File: src/rtl/writeback_stage_pkg.sv
// Shared pipeline definitions: opcodes, write-data select encodings,
// the reset PC and the M/W pipeline register layout.
package writeback_stage_pkg;

  localparam logic [31:0] RESET_PC_DEFAULT = 32'h0000_3000;

  localparam logic [5:0] OP_LW  = 6'b100011;
  localparam logic [5:0] OP_LB  = 6'b100000;
  localparam logic [5:0] OP_LBU = 6'b100100;
  localparam logic [5:0] OP_LH  = 6'b100001;
  localparam logic [5:0] OP_LHU = 6'b100101;
  localparam logic [5:0] OP_JAL = 6'b000011;
  localparam logic [5:0] OP_LUI = 6'b001111;

  typedef enum logic [1:0] {
    WD_ALU = 2'd0,
    WD_DM  = 2'd1,
    WD_PC8 = 2'd2,
    WD_LUI = 2'd3
  } wd_sel_e;

  typedef struct packed {
    logic [31:0] pc;
    logic [31:0] instr;
    logic [31:0] alu_out;
    logic [31:0] dm_out;
    logic [31:0] shift;
    logic [4:0]  reg_wreg;
    logic        reg_write;
    wd_sel_e     memtoreg;
    logic        valid;
  } mw_reg_t;

  // Link address written by jal: the instruction after the delay slot.
  function automatic logic [31:0] pc_plus8(input logic [31:0] pc);
    return pc + 32'd8;
  endfunction

endpackage

File: src/rtl/writeback_stage_if.sv
// M-to-W bus: instruction state leaving Memory and the W-stage results.
// master drives the M side (upstream stage / bench), slave is the W stage.
interface writeback_stage_if;
  logic [31:0] in_PC;
  logic [31:0] in_instruction;
  logic [31:0] in_ALUout;
  logic [31:0] in_DMout;
  logic [31:0] in_Shift;
  logic [4:0]  in_RegWreg;
  logic        in_RegWrite;
  logic [1:0]  in_MemtoReg;
  logic        in_valid;
  logic        flush;
  logic [31:0] out_PC;
  logic [31:0] out_instruction;
  logic [4:0]  W_RegWreg;
  logic        W_RegWrite;
  logic [31:0] W_WD;
  logic [1:0]  W_Tnew;
  logic        W_valid;
  logic [31:0] retire_cnt;

  modport master (
    output in_PC, in_instruction, in_ALUout, in_DMout, in_Shift,
           in_RegWreg, in_RegWrite, in_MemtoReg, in_valid, flush,
    input  out_PC, out_instruction, W_RegWreg, W_RegWrite, W_WD,
           W_Tnew, W_valid, retire_cnt
  );

  modport slave (
    input  in_PC, in_instruction, in_ALUout, in_DMout, in_Shift,
           in_RegWreg, in_RegWrite, in_MemtoReg, in_valid, flush,
    output out_PC, out_instruction, W_RegWreg, W_RegWrite, W_WD,
           W_Tnew, W_valid, retire_cnt
  );
endinterface

File: src/rtl/writeback_stage_load_ext.sv
// Load data extension: picks the byte/halfword addressed by the low
// address bits (little-endian) and sign- or zero-extends it by opcode.
module writeback_stage_load_ext
  import writeback_stage_pkg::*;
(
  input  logic [5:0]  opcode,
  input  logic [1:0]  off,
  input  logic [31:0] raw,
  output logic [31:0] data
);

  logic [7:0]  byte_s;
  logic [15:0] half_s;

  // Byte lane and halfword lane selection from the address offset.
  always_comb begin
    byte_s = 8'h00;
    half_s = 16'h0000;
    case (off)
      2'd0:    byte_s = raw[7:0];
      2'd1:    byte_s = raw[15:8];
      2'd2:    byte_s = raw[23:16];
      2'd3:    byte_s = raw[31:24];
      default: byte_s = 8'h00;
    endcase
    // Halfword loads ignore off[0]; misalignment is trapped upstream.
    if (off[1]) begin
      half_s = raw[31:16];
    end else begin
      half_s = raw[15:0];
    end
  end

  // Extension by load opcode; anything else passes the raw word through.
  always_comb begin
    data = raw;
    case (opcode)
      OP_LW:   data = raw;
      OP_LB:   data = {{24{byte_s[7]}}, byte_s};
      OP_LBU:  data = {24'h00_0000, byte_s};
      OP_LH:   data = {{16{half_s[15]}}, half_s};
      OP_LHU:  data = {16'h0000, half_s};
      default: data = raw;
    endcase
  end

endmodule

File: src/rtl/writeback_stage.sv
// Writeback stage: M/W pipeline register, load extension, register-file
// write-data select and a retired-instruction counter for trace compare.
module writeback_stage
  import writeback_stage_pkg::*;
#(
  parameter logic [31:0] RESET_PC = RESET_PC_DEFAULT
) (
  input  logic clk,
  input  logic reset,
  writeback_stage_if.slave wb
);

  mw_reg_t     mw_r;
  logic [31:0] retire_cnt_r;
  logic        bubble_s;
  logic [31:0] load_data_s;
  logic [31:0] wd_s;

  assign bubble_s = wb.flush | ~wb.in_valid;

  // M/W register and retire counter; bubbles keep the PC but drop all effects.
  always_ff @(posedge clk or negedge reset) begin
    if (!reset) begin
      mw_r.pc        <= RESET_PC;
      mw_r.instr     <= 32'h0000_0000;
      mw_r.alu_out   <= 32'h0000_0000;
      mw_r.dm_out    <= 32'h0000_0000;
      mw_r.shift     <= 32'h0000_0000;
      mw_r.reg_wreg  <= 5'd0;
      mw_r.reg_write <= 1'b0;
      mw_r.memtoreg  <= WD_ALU;
      mw_r.valid     <= 1'b0;
      retire_cnt_r   <= 32'h0000_0000;
    end else begin
      mw_r.pc      <= wb.in_PC;
      mw_r.alu_out <= wb.in_ALUout;
      mw_r.dm_out  <= wb.in_DMout;
      mw_r.shift   <= wb.in_Shift;
      if (bubble_s) begin
        mw_r.instr     <= 32'h0000_0000;
        mw_r.reg_wreg  <= 5'd0;
        mw_r.reg_write <= 1'b0;
        mw_r.memtoreg  <= WD_ALU;
        mw_r.valid     <= 1'b0;
        retire_cnt_r   <= retire_cnt_r;
      end else begin
        mw_r.instr     <= wb.in_instruction;
        mw_r.reg_wreg  <= wb.in_RegWreg;
        // $0 is hardwired; never let a write to it reach the register file.
        mw_r.reg_write <= wb.in_RegWrite & (wb.in_RegWreg != 5'd0);
        mw_r.memtoreg  <= wd_sel_e'(wb.in_MemtoReg);
        mw_r.valid     <= 1'b1;
        retire_cnt_r   <= retire_cnt_r + 32'd1;
      end
    end
  end

  writeback_stage_load_ext u_load_ext (
    .opcode (mw_r.instr[31:26]),
    .off    (mw_r.alu_out[1:0]),
    .raw    (mw_r.dm_out),
    .data   (load_data_s)
  );

  // Register-file write data; combinational from the register so it is
  // available as the W forwarding value in the same cycle.
  always_comb begin
    wd_s = mw_r.alu_out;
    case (mw_r.memtoreg)
      WD_ALU:  wd_s = mw_r.alu_out;
      WD_DM:   wd_s = load_data_s;
      WD_PC8:  wd_s = pc_plus8(mw_r.pc);
      WD_LUI:  wd_s = mw_r.shift;
      default: wd_s = mw_r.alu_out;
    endcase
  end

  assign wb.out_PC          = mw_r.pc;
  assign wb.out_instruction = mw_r.instr;
  assign wb.W_RegWreg       = mw_r.reg_wreg;
  assign wb.W_RegWrite      = mw_r.reg_write;
  assign wb.W_WD            = wd_s;
  assign wb.W_Tnew          = 2'd0;
  assign wb.W_valid         = mw_r.valid;
  assign wb.retire_cnt      = retire_cnt_r;

endmodule
File: src/flat_wrapper.sv
// flat-port wrapper written by rule: the top's interface ports become plain ports
module writeback_stage_flat import writeback_stage_pkg::*;
#(
  parameter logic [31:0] RESET_PC = RESET_PC_DEFAULT
)
  (clk, reset, wb_in_PC, wb_in_instruction, wb_in_ALUout, wb_in_DMout, wb_in_Shift, wb_in_RegWreg, wb_in_RegWrite, wb_in_MemtoReg, wb_in_valid, wb_flush, wb_out_PC, wb_out_instruction, wb_W_RegWreg, wb_W_RegWrite, wb_W_WD, wb_W_Tnew, wb_W_valid, wb_retire_cnt);
  writeback_stage_if wb_i ();
  input  logic clk;
  input  logic reset;
  input wire logic [$bits(wb_i.in_PC)-1:0] wb_in_PC;
  input wire logic [$bits(wb_i.in_instruction)-1:0] wb_in_instruction;
  input wire logic [$bits(wb_i.in_ALUout)-1:0] wb_in_ALUout;
  input wire logic [$bits(wb_i.in_DMout)-1:0] wb_in_DMout;
  input wire logic [$bits(wb_i.in_Shift)-1:0] wb_in_Shift;
  input wire logic [$bits(wb_i.in_RegWreg)-1:0] wb_in_RegWreg;
  input wire logic [$bits(wb_i.in_RegWrite)-1:0] wb_in_RegWrite;
  input wire logic [$bits(wb_i.in_MemtoReg)-1:0] wb_in_MemtoReg;
  input wire logic [$bits(wb_i.in_valid)-1:0] wb_in_valid;
  input wire logic [$bits(wb_i.flush)-1:0] wb_flush;
  output wire logic [$bits(wb_i.out_PC)-1:0] wb_out_PC;
  output wire logic [$bits(wb_i.out_instruction)-1:0] wb_out_instruction;
  output wire logic [$bits(wb_i.W_RegWreg)-1:0] wb_W_RegWreg;
  output wire logic [$bits(wb_i.W_RegWrite)-1:0] wb_W_RegWrite;
  output wire logic [$bits(wb_i.W_WD)-1:0] wb_W_WD;
  output wire logic [$bits(wb_i.W_Tnew)-1:0] wb_W_Tnew;
  output wire logic [$bits(wb_i.W_valid)-1:0] wb_W_valid;
  output wire logic [$bits(wb_i.retire_cnt)-1:0] wb_retire_cnt;
  assign wb_i.in_PC = wb_in_PC;
  assign wb_i.in_instruction = wb_in_instruction;
  assign wb_i.in_ALUout = wb_in_ALUout;
  assign wb_i.in_DMout = wb_in_DMout;
  assign wb_i.in_Shift = wb_in_Shift;
  assign wb_i.in_RegWreg = wb_in_RegWreg;
  assign wb_i.in_RegWrite = wb_in_RegWrite;
  assign wb_i.in_MemtoReg = wb_in_MemtoReg;
  assign wb_i.in_valid = wb_in_valid;
  assign wb_i.flush = wb_flush;
  assign wb_out_PC = wb_i.out_PC;
  assign wb_out_instruction = wb_i.out_instruction;
  assign wb_W_RegWreg = wb_i.W_RegWreg;
  assign wb_W_RegWrite = wb_i.W_RegWrite;
  assign wb_W_WD = wb_i.W_WD;
  assign wb_W_Tnew = wb_i.W_Tnew;
  assign wb_W_valid = wb_i.W_valid;
  assign wb_retire_cnt = wb_i.retire_cnt;
  writeback_stage #(.RESET_PC(RESET_PC)) u_core (.clk(clk), .reset(reset), .wb(wb_i));
endmodule
File: config.mk
export PLATFORM = sky130hd
export DESIGN_NAME = writeback_stage_flat
export DESIGN_NICKNAME = d
export VERILOG_FILES = /design/src/rtl/writeback_stage_pkg.sv /design/src/rtl/writeback_stage_if.sv /design/src/rtl/writeback_stage_load_ext.sv /design/src/rtl/writeback_stage.sv /design/src/flat_wrapper.sv
export SDC_FILE = /design/constraint.sdc
export NUM_CORES = 1
export LEC_CHECK = 0
export CAP_MARGIN = 20
export CORE_MARGIN = 2
export CORE_UTILIZATION = 25
export DETAILED_ROUTE_END_ITERATION = 8
export HOLD_SLACK_MARGIN = 0.03
export MAX_ROUTING_LAYER = met4
export PLACE_DENSITY = 0.55
export SYNTH_ARGS = -nofsm -noshare
export SYNTH_HDL_FRONTEND = slang
export SYNTH_HIERARCHICAL = 1
export SYNTH_SLANG_ARGS = --single-unit
File: constraint.sdc
create_clock -name clk -period 4.4 [get_ports clk]
set_input_delay 0.88 -clock clk [delete_from_list [all_inputs] [get_ports clk]]
set_output_delay 0.88 -clock clk [all_outputs]
set_load 0.05 [all_outputs]
# == Word level (Yosys, flattened, before mapping) ==
# Cells that the tools add are included.
# totals
out_inout_bits,137
in_bits,172
reg_bits,201
elab_cells,34
# op_classes
mux,6
bitwise,3
reduce_logical,3
n_addsub,2
eq_ne,10
# op_table
cell,count
$pmux W32 S4,2
$add A32 B1 Y32 const B,1
$add A32 B4 Y32 const B,1
$mux W32,1
$pmux W8 S4,1
$eq A6 B6 Y1 const B,4
$mux W16,1
$mux W9,1
$eq A2 B2 Y1 const B,4
$reduce_bool A5 Y1,1
$eq A2 B1 Y1 const B,2
$logic_not A2 Y1,2
$and A1 B1 Y1,1
$not A1 Y1,1
$or A1 B1 Y1,1

# == Longest topological paths before layout ==
# logic_depth
ltp_word,4
mapped_depth,10
depth_no_buf,8

# == Hierarchy ==
# Netlist, hierarchy kept.
# modules_own_cells
mod,area_each_um2,n_inst,seq_area_each_um2,cells_per_inst
writeback_stage,7800.0,1,5032.3,535
writeback_stage_load_ext,1014.7,1,0.0,128

# == Worst setup path after synthesis ==
# No wires, ideal clock.
# synth_path
path_kind,register -> output
startpoint,register u_core.mw_r (netlist bit u_core/wb.out_instruction[29])
endpoint,output port wb_W_WD[31]
required_ns,3.520
path_slack_ns,0.886
t_arrival_ns,2.634
path_stages_with_launch,9
n_path_buf,0
cell_sequence,dfrtp_1 -> nor4b_4 -> o2111ai_4 -> o211ai_1 -> inv_1 -> a21oi_1 -> a31oi_1 -> o21bai_1 -> a22oi_1
# synth_via
elab_chain_len,3
elab_cells_between_ends,6
classes_between,eq/ne (4); mux (2)
# synth_lines
element,line,source
start: declaration,writeback_stage.sv:13,mw_reg_t mw_r;
$eq A6 B6 Y1,writeback_stage_load_ext.sv:37,case (opcode)
$pmux W32 S4 (*),writeback_stage_load_ext.sv:37,
named net u_core.load_data_s[31],writeback_stage.sv:16,logic [31:0] load_data_s;
$pmux W32 S4 (*),writeback_stage.sv:69,case (mw_r.memtoreg)
end: declaration,flat_wrapper.sv:24,output wire logic [$bits(wb_i.W_WD)-1:0] wb_W_WD;
# The timed path passes the listed nets; every way through them passes the cells marked *.

# == Worst setup path in the final report ==
# Same ends and word-level chain as after synthesis.

==> key figures <==
CTS
  • CTS tree: built
  • CTS Buffer Depth: 3
  • Post-CTS Setup Inserts: 0
  • CTS buffer count: 25
  • CTS clk-pin slew, worst paths: 0.06 ns
  • Post-CTS Resized: 0
  • Clock Latency Late Sink: 0.55 ns
  • Cts hold-fix bufs: 0
  • CTS root buf: clkbuf_16
  • H-tree depth: 1
  • Clk sinks: 201

Placed design
  • Placed cells: 1342
  • Port buffer count: 306
  • Post-DP HPWL: 21.1 mm
  • Placed cell areas: 11900 µm²
  • Routability Congestion: 0.789

Timing
  • Final period util: 93.3%
  • Period minus WS final: 4.10 ns
  • Slew headroom: 40.5%
  • Worst-margin pin slew: 0.892 ns
  • RSZ-0062 raised after global routing: no
  • Skew final: 0.00364 ns
  • Final Hold Fails: 0
  • Setup violators final: 0
  • Setup TNS: 0 ns
  • Fin. max-slew vios: 0
  • Fmax: 244 MHz

Run status
  • Status: finished clean

Cells and area
  • Final nets: 1088
  • Fill cells: 3343
  • Layout cells sized above 1: 17.4%
  • Final core area utilization: 36.6%
  • P&R area growth vs syn: 43.9%
  • Final instance area: 12700 µm²
  • Fin cells: 1394

Route
  • Router iterations before antenna repair: 4
  • Post-route DRC violation count: 0
  • Vias per cell: 4.36
  • Vias: 6079
  • Iteration-0 DRC Markers: 164
  • Final ANT Viol Nets: 0
  • DR WL/cell: 20.3 µm
  • Final WL: 28.3 mm

Yosys
  • Ys async rst share: 100%
  • Synth Register Bits: 201
  • Avg Inst Size Synth: 13.3 µm²
  • Unique masters post-synth: 56
  • Netlist area before placement: 8810 µm²
  • Synth warn: 6
  • Post-synth EDFFs: 0
  • Syn Inst Count: 663
  • Post-synthesis sequential area ratio: 57.1%
  • Ys flop type: dfrtp_1

Setup path
  • R2R setup slack: 2.44 ns
  • Reg2reg end: u_core/wb.retire_cnt[26]
  • CP Class: reg2out
  • Worst Path Required: 3.52 ns
  • Crit Path Max Fanout: 19
  • Depth of the most critical reg-to-reg path: 7
  • Critical Path Sink: wb_W_WD[31]
  • Critical Path Start Type: flip-flop
  • Worst Setup SP: u_core/wb.out_instruction[29]
  • Worst flop-to-flop path startpoint: u_core/wb.retire_cnt[0]
  • Critical Path AT: 3.22 ns
  • CP Capture Type: primary output

Global routing
  • Vias in the first global route: 6510
  • Largest net degree at the start of global routing: 108
  • GRT overflow: 0
  • First-pass GRT wire length: 41.6 mm
  • GR Util All Layers: 15.8%
  • Initial antenna violation count: 6

Run
  • MaxCap Viol Count: 0

Floorplan
  • Number of placement rows: 68
  • Die Ht: 192 µm
  • Die Area: 36800 µm²
  • Total I/O pin count: 309
  • Core ar.: 34600 µm²
  • Die width: 192 µm
  • Starting Density: 25.5%

Power and ir drop
  • Pwr Density: 395 nW/µm²
  • Leak: 0.00518 µW
  • Final Power: 5010 µW
  • VDD IR max: 309 µV

Hold path
  • Hold Crit Class: in2async
layer usage:
layer  GRT usage (%)  up-vias  wire length (µm)
li1                -     2775                 -
met3            6.30       38              2940
met4            3.85        0               700
met2            24.8      239             13400
met1            19.0     3027             11200
met5               -        -                 0
worst max-delay path, stage by stage, from the launching register on:
cell and delay, ns:
dfrtp_1 0.42, nor4b_4 0.29, buf_4 0.31, nand2_2 0.29
o211ai_1 0.34, inv_1 0.08, a21oi_1 0.15, a31oi_1 0.08
o21bai_1 0.21, a22oi_1 0.31, buf_12 0.18
power by group:
group / total [µW] / internal (µW) / switching, µW
Combinational: 898 / 387 / 511
Sequential: 2060 / 1950 / 106
Clock: 2060 / 1230 / 829
Total: 5010 / 3560 / 1450
Yosys cell counts, types with 3 or more instances:
library cell | n | share of area [%]
a221o_1 | 7 | 0.79
and2_1 | 43 | 3.1
and3_1 | 11 | 0.78
and4_1 | 9 | 0.89
buf_1 | 3 | 0.13
buf_2 | 7 | 0.40
buf_4 | 75 | 6.4
clkbuf_1 | 11 | 0.47
dfrtp_1 | 199 | 56
inv_1 | 12 | 0.51
mux2_2 | 9 | 1.1
mux4_2 | 38 | 9.7
nand2_1 | 37 | 1.6
nand2b_1 | 4 | 0.28
nand3_1 | 19 | 1.1
nand4_1 | 14 | 0.99
nor2_1 | 26 | 1.1
nor3_1 | 13 | 0.74
nor4_1 | 10 | 0.71
o211ai_1 | 7 | 0.60
o211ai_2 | 10 | 1.4
xnor2_1 | 43 | 4.3
xor2_1 | 15 | 1.5
registers in the layout (all words and copies together), names as in the netlist:
name	cells
u_core/mw_r	98
u_core/wb.out_PC	32
u_core/wb.out_instruction	32
u_core/wb.retire_cnt	32
u_core/wb.W_RegWreg	5
u_core/wb.W_RegWrite	1
u_core/wb.W_valid	1
layout by cell type (no fill, tap or decap), types with 3 or more instances in the layout:
master / synthesis / final
clkinv_2: 0 / 5
and2_1: 43 / 43
clkbuf_8: 0 / 4
clkinvlp_4: 0 / 3
mux4_2: 38 / 38
dfrtp_1: 199 / 197
nand3_1: 19 / 19
nand4_1: 14 / 14
diode_2: 0 / 7
xor2_1: 15 / 15
and4_1: 9 / 9
xnor2_1: 43 / 43
o211ai_1: 7 / 7
o211ai_2: 10 / 10
nor4_1: 10 / 10
mux2_2: 9 / 9
clkbuf_1: 11 / 5
nor3_1: 13 / 13
nor2_1: 26 / 26
nand2b_1: 4 / 4
inv_1: 12 / 12
clkdlybuf4s50_1: 0 / 273
nand2_1: 37 / 37
and3_1: 11 / 11
a221o_1: 7 / 7
buf_4: 75 / 45
clkbuf_16: 0 / 25
cell families after synthesis:
logic type,Yosys count,share of synthesized area (%)
buffers and inverters,111,8.19
other,1,0.0425
muxes,47,10.9
and+or+nand+nor,206,13.5
xor gates and xnor gates,58,5.76
DFF,201,57.1
AOI/OAI and AO/OA,37,4.29
adders and majority gates,2,0.284
per-stage QoR:
step | setup WS [ns] | hold slack, ns
2_1_floorplan | 0.886 | 0.584
3_3_place_gp | 0.865 | 0.465
3_5_place_dp | 0.843 | 0.475
4_1_cts | 0.235 | 0.447
5_1_grt | 0.0719 | 0.467
6_report | 0.296 | 0.398
worst min path at each step:
stage	from	endpoint	slack (ns)	cells after the start
final	reset	u_core/wb.out_PC[23]	0.40	1
after global routing	reset	u_core/wb.out_PC[23]	0.47	1
after CTS	reset	u_core/mw_r[40]	0.45	1
after detailed placement	u_core/wb.retire_cnt[31]	u_core/wb.retire_cnt[31]	0.47	1
after global placement	u_core/wb.retire_cnt[31]	u_core/wb.retire_cnt[31]	0.46	1
after floorplan	reset	u_core/mw_r[100]	0.58	0
layout make-up:
cell class	instances	area, µm²	share of cell area (%)
Antenna cell	7	17.5	0.138
Clock buffer	34	699	5.51
Clock inverter	11	116	0.917
Inverter	13	48.8	0.385
Multi-Input combinational cell	352	3070	24.2
Sequential cell	201	5030	39.7
Tap cell	455	569	4.49
Timing Repair Buffer	321	3130	24.6
Power figures use the tool's default switching activity.
